$ cat src/rtl/midi_voice_ctrl.sv
// MIDI note/CC parser driving a small polyphonic voice allocator.
// Byte capture -> parser -> voice update, so voice outputs trail the completing byte by two edges.
module midi_voice_ctrl #(
    parameter int NUM_VOICES   = 4,
    parameter int MIDI_CHANNEL = 0
) (
    input  logic                    clk_i,
    input  logic                    nrst_i,
    input  logic                    dataReady_i,
    input  logic [7:0]              midiData_i,
    output logic [NUM_VOICES-1:0]   voiceGate_o,
    output logic [7*NUM_VOICES-1:0] voiceNote_o,
    output logic [7*NUM_VOICES-1:0] voiceVel_o,
    output logic                    noteEvent_o
);
    localparam int PW = $clog2(NUM_VOICES);

    typedef enum logic [2:0] {IDLE, KEY, VEL, CC_NUM, CC_VAL, SKIP} state_t;
    typedef enum logic [1:0] {EV_ON, EV_OFF, EV_ALLOFF} evKind_t;

    // Edge detect resets to 1 so a level already high at reset release is not a byte.
    logic       drPrev, byteVld;
    logic [7:0] byteQ;

    always_ff @(posedge clk_i or negedge nrst_i) begin
        if (!nrst_i) begin
            drPrev  <= 1'b1;
            byteVld <= 1'b0;
            byteQ   <= '0;
        end else begin
            drPrev  <= dataReady_i;
            byteVld <= dataReady_i & ~drPrev;
            if (dataReady_i & ~drPrev) byteQ <= midiData_i;
        end
    end

    state_t     state;
    logic       rsValid, rsCC, rsOn;
    logic [6:0] dataA;
    logic       evVld;
    evKind_t    evKind;
    logic [6:0] evKey, evVel;

    logic isChan, isNoteStat, isCCStat;
    assign isChan     = (byteQ[3:0] == 4'(MIDI_CHANNEL));
    assign isNoteStat = isChan && (byteQ[7:4] == 4'h8 || byteQ[7:4] == 4'h9);
    assign isCCStat   = isChan && (byteQ[7:4] == 4'hB);

    always_ff @(posedge clk_i or negedge nrst_i) begin
        if (!nrst_i) begin
            state   <= IDLE;
            rsValid <= 1'b0;
            rsCC    <= 1'b0;
            rsOn    <= 1'b0;
            dataA   <= '0;
            evVld   <= 1'b0;
            evKind  <= EV_ON;
            evKey   <= '0;
            evVel   <= '0;
        end else begin
            evVld <= 1'b0;
            if (byteVld && byteQ < 8'hF8) begin
                if (byteQ[7]) begin
                    if (isNoteStat) begin
                        rsValid <= 1'b1;
                        rsCC    <= 1'b0;
                        rsOn    <= byteQ[4];
                        state   <= KEY;
                    end else if (isCCStat) begin
                        rsValid <= 1'b1;
                        rsCC    <= 1'b1;
                        state   <= CC_NUM;
                    end else begin
                        rsValid <= 1'b0;
                        state   <= SKIP;
                    end
                end else begin
                    case (state)
                        IDLE, SKIP: if (rsValid) begin
                            dataA <= byteQ[6:0];
                            state <= rsCC ? CC_VAL : VEL;
                        end
                        KEY: begin
                            dataA <= byteQ[6:0];
                            state <= VEL;
                        end
                        VEL: begin
                            evVld  <= 1'b1;
                            evKind <= (rsOn && byteQ[6:0] != 7'd0) ? EV_ON : EV_OFF;
                            evKey  <= dataA;
                            evVel  <= byteQ[6:0];
                            state  <= IDLE;
                        end
                        CC_NUM: begin
                            dataA <= byteQ[6:0];
                            state <= CC_VAL;
                        end
                        CC_VAL: begin
                            if (dataA == 7'd123 || dataA == 7'd120) begin
                                evVld  <= 1'b1;
                                evKind <= EV_ALLOFF;
                            end
                            state <= IDLE;
                        end
                        default: state <= IDLE;
                    endcase
                end
            end
        end
    end

    logic [NUM_VOICES-1:0]       gateQ;
    logic [NUM_VOICES-1:0][6:0]  noteQ, velQ;
    logic [PW-1:0]               stealPtr;

    logic [NUM_VOICES-1:0] matchVec;
    logic [PW-1:0]         hitIdx, freeIdx, onIdx;
    logic                  steal;

    // Descending scan so the lowest matching / free index wins.
    always_comb begin
        matchVec = '0;
        hitIdx   = '0;
        freeIdx  = '0;
        for (int v = NUM_VOICES - 1; v >= 0; v--) begin
            matchVec[v] = gateQ[v] && (noteQ[v] == evKey);
            if (matchVec[v]) hitIdx = PW'(v);
            if (!gateQ[v]) freeIdx = PW'(v);
        end
        steal = ~|matchVec & &gateQ;
        onIdx = (|matchVec) ? hitIdx : (!(&gateQ) ? freeIdx : stealPtr);
    end

    always_ff @(posedge clk_i or negedge nrst_i) begin
        if (!nrst_i) begin
            gateQ       <= '0;
            noteQ       <= '0;
            velQ        <= '0;
            stealPtr    <= '0;
            noteEvent_o <= 1'b0;
        end else begin
            noteEvent_o <= 1'b0;
            if (evVld) begin
                case (evKind)
                    EV_ON: begin
                        gateQ[onIdx] <= 1'b1;
                        noteQ[onIdx] <= evKey;
                        velQ[onIdx]  <= evVel;
                        noteEvent_o  <= 1'b1;
                        if (steal)
                            stealPtr <= (stealPtr == PW'(NUM_VOICES - 1)) ? '0 : stealPtr + PW'(1);
                    end
                    EV_OFF: begin
                        gateQ       <= gateQ & ~matchVec;
                        noteEvent_o <= |matchVec;
                    end
                    default: begin
                        gateQ       <= '0;
                        noteEvent_o <= 1'b1;
                    end
                endcase
            end
        end
    end

    assign voiceGate_o = gateQ;
    assign voiceNote_o = noteQ;
    assign voiceVel_o  = velQ;

endmodule

$ cat config.mk
export PLATFORM = sky130hd
export DESIGN_NAME = midi_voice_ctrl
export DESIGN_NICKNAME = d
export VERILOG_FILES = /design/src/rtl/midi_voice_ctrl.sv
export SDC_FILE = /design/constraint.sdc
export NUM_CORES = 1
export LEC_CHECK = 0
export CORE_MARGIN = 8
export CORE_UTILIZATION = 29
export DETAILED_ROUTE_END_ITERATION = 6
export HOLD_SLACK_MARGIN = 0.05
export PLACE_DENSITY = 0.53
export SLEW_MARGIN = 25
export SYNTH_ARGS = -nofsm -noshare
export SYNTH_HDL_FRONTEND = slang
export SYNTH_SLANG_ARGS = --single-unit
export TNS_END_PERCENT = 20
$ cat constraint.sdc
create_clock -name clk_i -period 2.4 [get_ports clk_i]
set_input_delay 0.36 -clock clk_i [delete_from_list [all_inputs] [get_ports clk_i]]
set_output_delay 0.36 -clock clk_i [all_outputs]
set_load 0.03 [all_outputs]
# After elaboration in Yosys (flattened, before gate mapping)
# Index checks and enable logic that the tools add are counted.
op_classes:
  add_sub_neg: 1
  order_cmp: 3
  eq_ne: 19
  mux: 39
  bitwise: 7
  reduce_logical: 32
op_table:
  columns: ["cell", "count"]
  rows:
  - ["bitwise mux 28 bit", 2]
  - ["equality test 7 bit", 4]
  - ["two-way mux 2 bit", 12]
  - ["two-way mux 3 bit", 5]
  - ["demux 7 bit (select 2 bit)", 1]
  - ["equality test 7 bit (second input constant)", 2]
  - ["two-way mux 7 bit", 2]
  - ["case mux 7 bit (2 select lines)", 1]
  - ["equality test 4 bit (second input constant)", 3]
  - ["AND reduction 3 bit", 4]
  - ["AND reduction 4 bit", 3]
  - ["two-way mux 1 bit", 11]
  - ["logical AND 1 bit", 9]
  - ["case mux 3 bit (3 select lines)", 1]
  - ["< comparator 8 bit (second input constant)", 1]
  - ["case mux 4 bit (2 select lines)", 1]
  - ["nonzero test 7 bit", 1]
  - ["equality test 3 x 2 -> 1 bit (second input constant)", 2]
  - ["equality test 3 bit (second input constant)", 2]
  - ["AND reduction 2 bit", 3]
  - ["nonzero test 2 bit", 3]
  - ["AND 4 bit", 1]
  - ["zero test 4 bit", 1]
  - ["inequality test 2 bit (second input constant)", 2]
  - ["other kinds (20)", 24]
word_totals:
  ff_bits: 103
  input_bits: 11
  out_inout_bits: 61
  wordCells: 124

# Longest topological paths before layout
# Gate-level depths: netlist of the first run.
logic_depth:
  word_depth: 13
  ltp_mapped: 9

# Least setup slack after synthesis of the first run
# No wires, ideal clock.
synth_path:
  path_type: "register -> register"
  from: "register noteQ, in the netlist voiceNote_o[23]"
  to: "register noteQ, in the netlist voiceNote_o[21]"
  t_arrival_ns: 2.624
  path_slack_ns: -0.349
  stages_incl_launch_ff: 8
  synth_period_minus_slack_ns: 2.749
  cell_sequence: "dfrtp_1 > xnor2_1 > nand4_1 > or4_4 > a311o_1 > nor4_4 > buf_6 > mux2_4"
synth_between:
  elab_chain_len: 12
  elab_cells_between_ends: 14
  classes_between: "2 x order compare; 1 x eq/ne; 8 x mux; 3 x reduce/logical"
synth_lines:
  columns: ["element", "line_no", "source"]
  rows:
  - ["start: declaration", "113", "logic [NUM_VOICES-1:0][6:0] noteQ, velQ;"]
  - ["start signal: indexed assignment", "147", "noteQ[onIdx] <= evKey;"]
  - ["equality test 7 bit (*)", "126", "matchVec[v] = gateQ[v] && (noteQ[v] == evKey);"]
  - ["logical AND 1 bit (*)", "126", null]
  - ["two-way mux 2 bit (4 in series)", "127", "if (matchVec[v]) hitIdx = PW'(v);"]
  - ["two-way mux 2 bit (*)", "131", "onIdx = (|matchVec) ? hitIdx : (!(&gateQ) ? freeIdx : stealPtr);"]
  - ["< comparator 2 x 3 -> 1 bit (not written as such) / greater-or-equal comparator 2 x 1 -> 1 bit (equally long branches)", "147", null]
  - ["logical AND 1 bit (not written as such)", "147", null]
  - ["two-way mux 7 bit (not written as such)", "147", null]
  - ["demux 7 bit (select 2 bit) (*)", "147", null]
  - ["bitwise mux 28 bit (*)", "147", null]
# Mark *: on every way between the ends. The rest lies on a longest branch, timed or not.
# A chain may end at the register's enable or synchronous reset.

# Worst setup path in the final report of the first run
layout_path:
  from: "register evKey[3]"
  to: "register noteQ, in the netlist voiceNote_o[13]"
layout_between:
  elab_chain_len: 12
  elab_cells_between_ends: 20
  classes_between: "2 x order compare; 4 x eq/ne; 8 x mux; 6 x reduce/logical"
layout_lines:
  columns: ["element", "line_no", "source"]
  rows:
  - ["start: declaration", "42", "logic [6:0] evKey, evVel;"]
  - ["start signal: assignment", "90", "evKey <= dataA;"]
  - ["equality test 7 bit", "126", null]
  - ["logical AND 1 bit", "126", null]
  - ["two-way mux 2 bit (4 in series)", "127", null]
  - ["two-way mux 2 bit (*)", "131", null]
  - ["< comparator 2 x 3 -> 1 bit (not written as such) / greater-or-equal comparator 2 x 1 -> 1 bit (equally long branches)", "147", null]
  - ["logical AND 1 bit (not written as such)", "147", null]
  - ["two-way mux 7 bit (not written as such)", "147", null]
  - ["demux 7 bit (select 2 bit) (*)", "147", null]
  - ["bitwise mux 28 bit (*)", "147", null]
# Marked as above.

==> impl_metrics.json, run 1 <==
{
  "status": "complete, but fails checks",
  "violations": "setup timing",
  "p_seq_share_pct": 40.2,
  "placed_cell_area_um2": 5939,
  "avgSynthCellArea_um2": 13.65,
  "clk_pin_slew_ns": 0.07,
  "async_flop_share_pct": 100.0,
  "cts_tree": "yes",
  "maxCapViolCount": 0,
  "antenna_left": 0,
  "period_share_pct": 106.9,
  "switchingPower_mw": 2.169,
  "via_per_inst": 4.580,
  "antenna_found_initial": 0,
  "synth-edff-count": 0,
  "area_delta_synth_final_pct": 43.75,
  "yosysSeqAreaShare_pct": 56.39,
  "cellPowerDensity_nw_per_um2": 945.3,
  "layout_setup_ws_ns": -0.1648,
  "track_usage_pct": 12.03,
  "ys_types": 47,
  "diodes": 0,
  "drive_gt1_share_pct": 42.19,
  "rsz0062_at_grt": "true",
  "overflow": 0,
  "dieArea_um2": 20040,
  "drtIter0Drc": 172,
  "coreArea_um2": 15660,
  "synth_cells": 335,
  "ios": 72,
  "gp_congestion": 0.8269,
  "syn_area_um2": 4573,
  "yosysWarningCount": 0,
  "switching_share_pct": 34.89,
  "cp-start-kind": "flip-flop",
  "p_comb_share_pct": 36.8,
  "postSynthNetCount": 347,
  "post-route-drc-count": 0,
  "numCtsBuffers": 9,
  "hold_violations": 0,
  "first_pass_iters": 4,
  "grt_max_degree": 45,
  "dr_total_vias": 3160,
  "drt-total-wl_um": 11760,
  "power_leakage_nw": 2.949,
  "mostFrequentLayoutCells": "dfrtp_1 (94), clkdlybuf4s50_1 (70), mux2_2 (56), buf_4 (55), mux2_4 (29)",
  "synth-main-ff-cell": "dfrtp_1",
  "design_area_um2": 6574,
  "clock.fmax_ghz": 0.3899,
  "start_util_pct": 29.21,
  "die_h_um": 141.6,
  "htree_levels": 3,
  "cp_max_fo": 4,
  "wl_per_cell_um": 17.05,
  "tns_ns": -6.275,
  "final_common_cell": "dfrtp_1",
  "fin_nets": 481,
  "setup_violations": 59,
  "skew_ns": 0.01206,
  "cts_max_path_buffers": 2,
  "crit_arrival_ns": 2.79,
  "crit_required_ns": 2.63,
  "slew_violations": 0,
  "worst_hold_path_type": "in -> reg",
  "cts.sink_count": 103,
  "grt_pass1_vias": 3373,
  "endpoint_kind": "flip-flop",
  "io_buffers": 71,
  "ys_ff_latch": 103,
  "rows": 46,
  "hpwl_um": 8574,
  "ir_drop_mv": 0.3927,
  "clkPwrFrac_pct": 23.1,
  "clock_latency_ns": 0.35,
  "relSlewSlack_pct": 59.68,
  "grt_pass1_wl_um": 18820,
  "die_x_um": 141.6,
  "cts-root-buf": "clkbuf_16",
  "max_slew.worst_pin.slew_ns": 0.6049,
  "intPower_mw": 4.046,
  "period_needed_ns": 2.565,
  "path_class": "reg -> reg"
}
state kept, by name, indices dropped and copies added, names as in the netlist:
signal       flops
voiceNote_o     28
voiceVel_o      28
byteQ            8
dataA            7
evKey            7
evVel            7
voiceGate_o      4
state            3
evKind           2
stealPtr         2
byteVld          1
drPrev           1
evVld            1
noteEvent_o      1
rsCC             1
rsOn             1
rsValid          1
stage by stage:
step / worst slack, ns / hold slack [ns] / total power, mW / utilization (%) / instances
final: -0.1648 / 0.4302 / 6.214 / 41.99 / 690
after global routing: -0.2838 / 0.4197 / 6.585 / 41.99 / 690
after CTS: -0.1718 / 0.4122 / 6.193 / 40.87 / 686
after detailed placement: -0.3119 / 0.4165 / 4.543 / 37.94 / 663
after global placement: -0.2764 / 0.4005 / 4.516 / 37.94 / 663
after floorplan: -0.2290 / 0.06441 / 3.639 / - / 335
final timing paths:
kind,start,to,slack [ns],cells past startpoint
max reg2reg,evKey[3],voiceNote_o[13],-0.16,10
min in group asynchronous,nrst_i,voiceNote_o[18],0.57,2
max,evKey[3],voiceNote_o[13],-0.16,10
min reg2reg,voiceVel_o[6],voiceVel_o[6],0.51,1
min,dataReady_i,drPrev,0.43,1
max in group asynchronous,nrst_i,voiceGate_o[0],1.16,3
critical path, cell delays in order, from the launching register on:
cell,delay (ns)
dfrtp_1,0.43
buf_4,0.16
xor2_1,0.14
nor4_2,0.27
buf_4,0.16
nand2_1,0.08
buf_4,0.16
a311oi_4,0.33
o211ai_1,0.22
buf_4,0.20
mux2_1,0.31
logic make-up after synthesis:
logic type	share of synthesized area, %
adder cells (fa/ha/maj)	0.4924
buffers and inverters	2.490
XOR/XNOR	5.554
AO/OA/AOI/OAI	5.089
multiplexers	22.63
flip-flops	56.39
AND/OR/NAND/NOR	7.360
synth_stat cells, types with 4 or more instances:
master   number  share of area [%]
o21ai_0      10                1.1
buf_2         7               0.77
nor2b_1       4               0.55
nand4_1       6               0.82
xor2_1        7                1.3
buf_6         4               0.98
mux2_4        9                3.0
mux2_1        4               0.98
nand2_1      17                1.4
xnor2_1      22                4.2
inv_1         5               0.41
nor2_1        9               0.74
nand3_1       5               0.55
dfrtp_1     102                 56
mux2_2       75                 18
routing by layer:
layer	vias up	GRT usage [%]	part of all wire, %
li1	1469	-	-
met1	1603	15.97	46
met2	82	18.64	47
met3	6	3.663	6.3
met4	0	3.222	0.79
met5	-	0	0
power by group through the flow:
stage | logic (mW) | clock network (mW) | registers, mW
2_1_floorplan | 1.00 | 0 | 2.64
3_3_place_gp | 2.00 | 0 | 2.51
3_5_place_dp | 2.02 | 0 | 2.52
4_1_cts | 2.21 | 1.49 | 2.49
5_1_grt | 2.45 | 1.56 | 2.57
6_report | 2.29 | 1.43 | 2.50
cell type report:
| cell class | instances | area, um2 |
|---|---|---|
| sequential | 103 | 2589 |
| tap | 216 | 270.3 |
| multi-input combinational | 213 | 2126 |
| fill | 1501 | 9081 |
| clock inverter | 6 | 52.55 |
| inverter | 5 | 18.77 |
| clock buffer | 10 | 239.0 |
| timing repair buffer | 137 | 1279 |
repair_timing:
action,4_1_cts,5_1_grt
pin swaps,12,10
cloned,0,1
buffers inserted,6,3
endpoints found under the setup margin,60,61
hold endpoints to repair,40,0
hold buffers,1,0
resized for setup,24,26
(Power assumes the default switching activity.)
==> run 2, diff against run 1 <==
--- a/config.mk
+++ b/config.mk
@@ -7,6 +7,7 @@
 export LEC_CHECK = 0
 export CORE_MARGIN = 8
 export CORE_UTILIZATION = 29
+export CTS_CLUSTER_DIAMETER = 120
 export DETAILED_ROUTE_END_ITERATION = 6
 export HOLD_SLACK_MARGIN = 0.05
 export PLACE_DENSITY = 0.53
==> results of run 2 <==
Same layout as run 1: the final DEF is identical, and so are final timing and power.
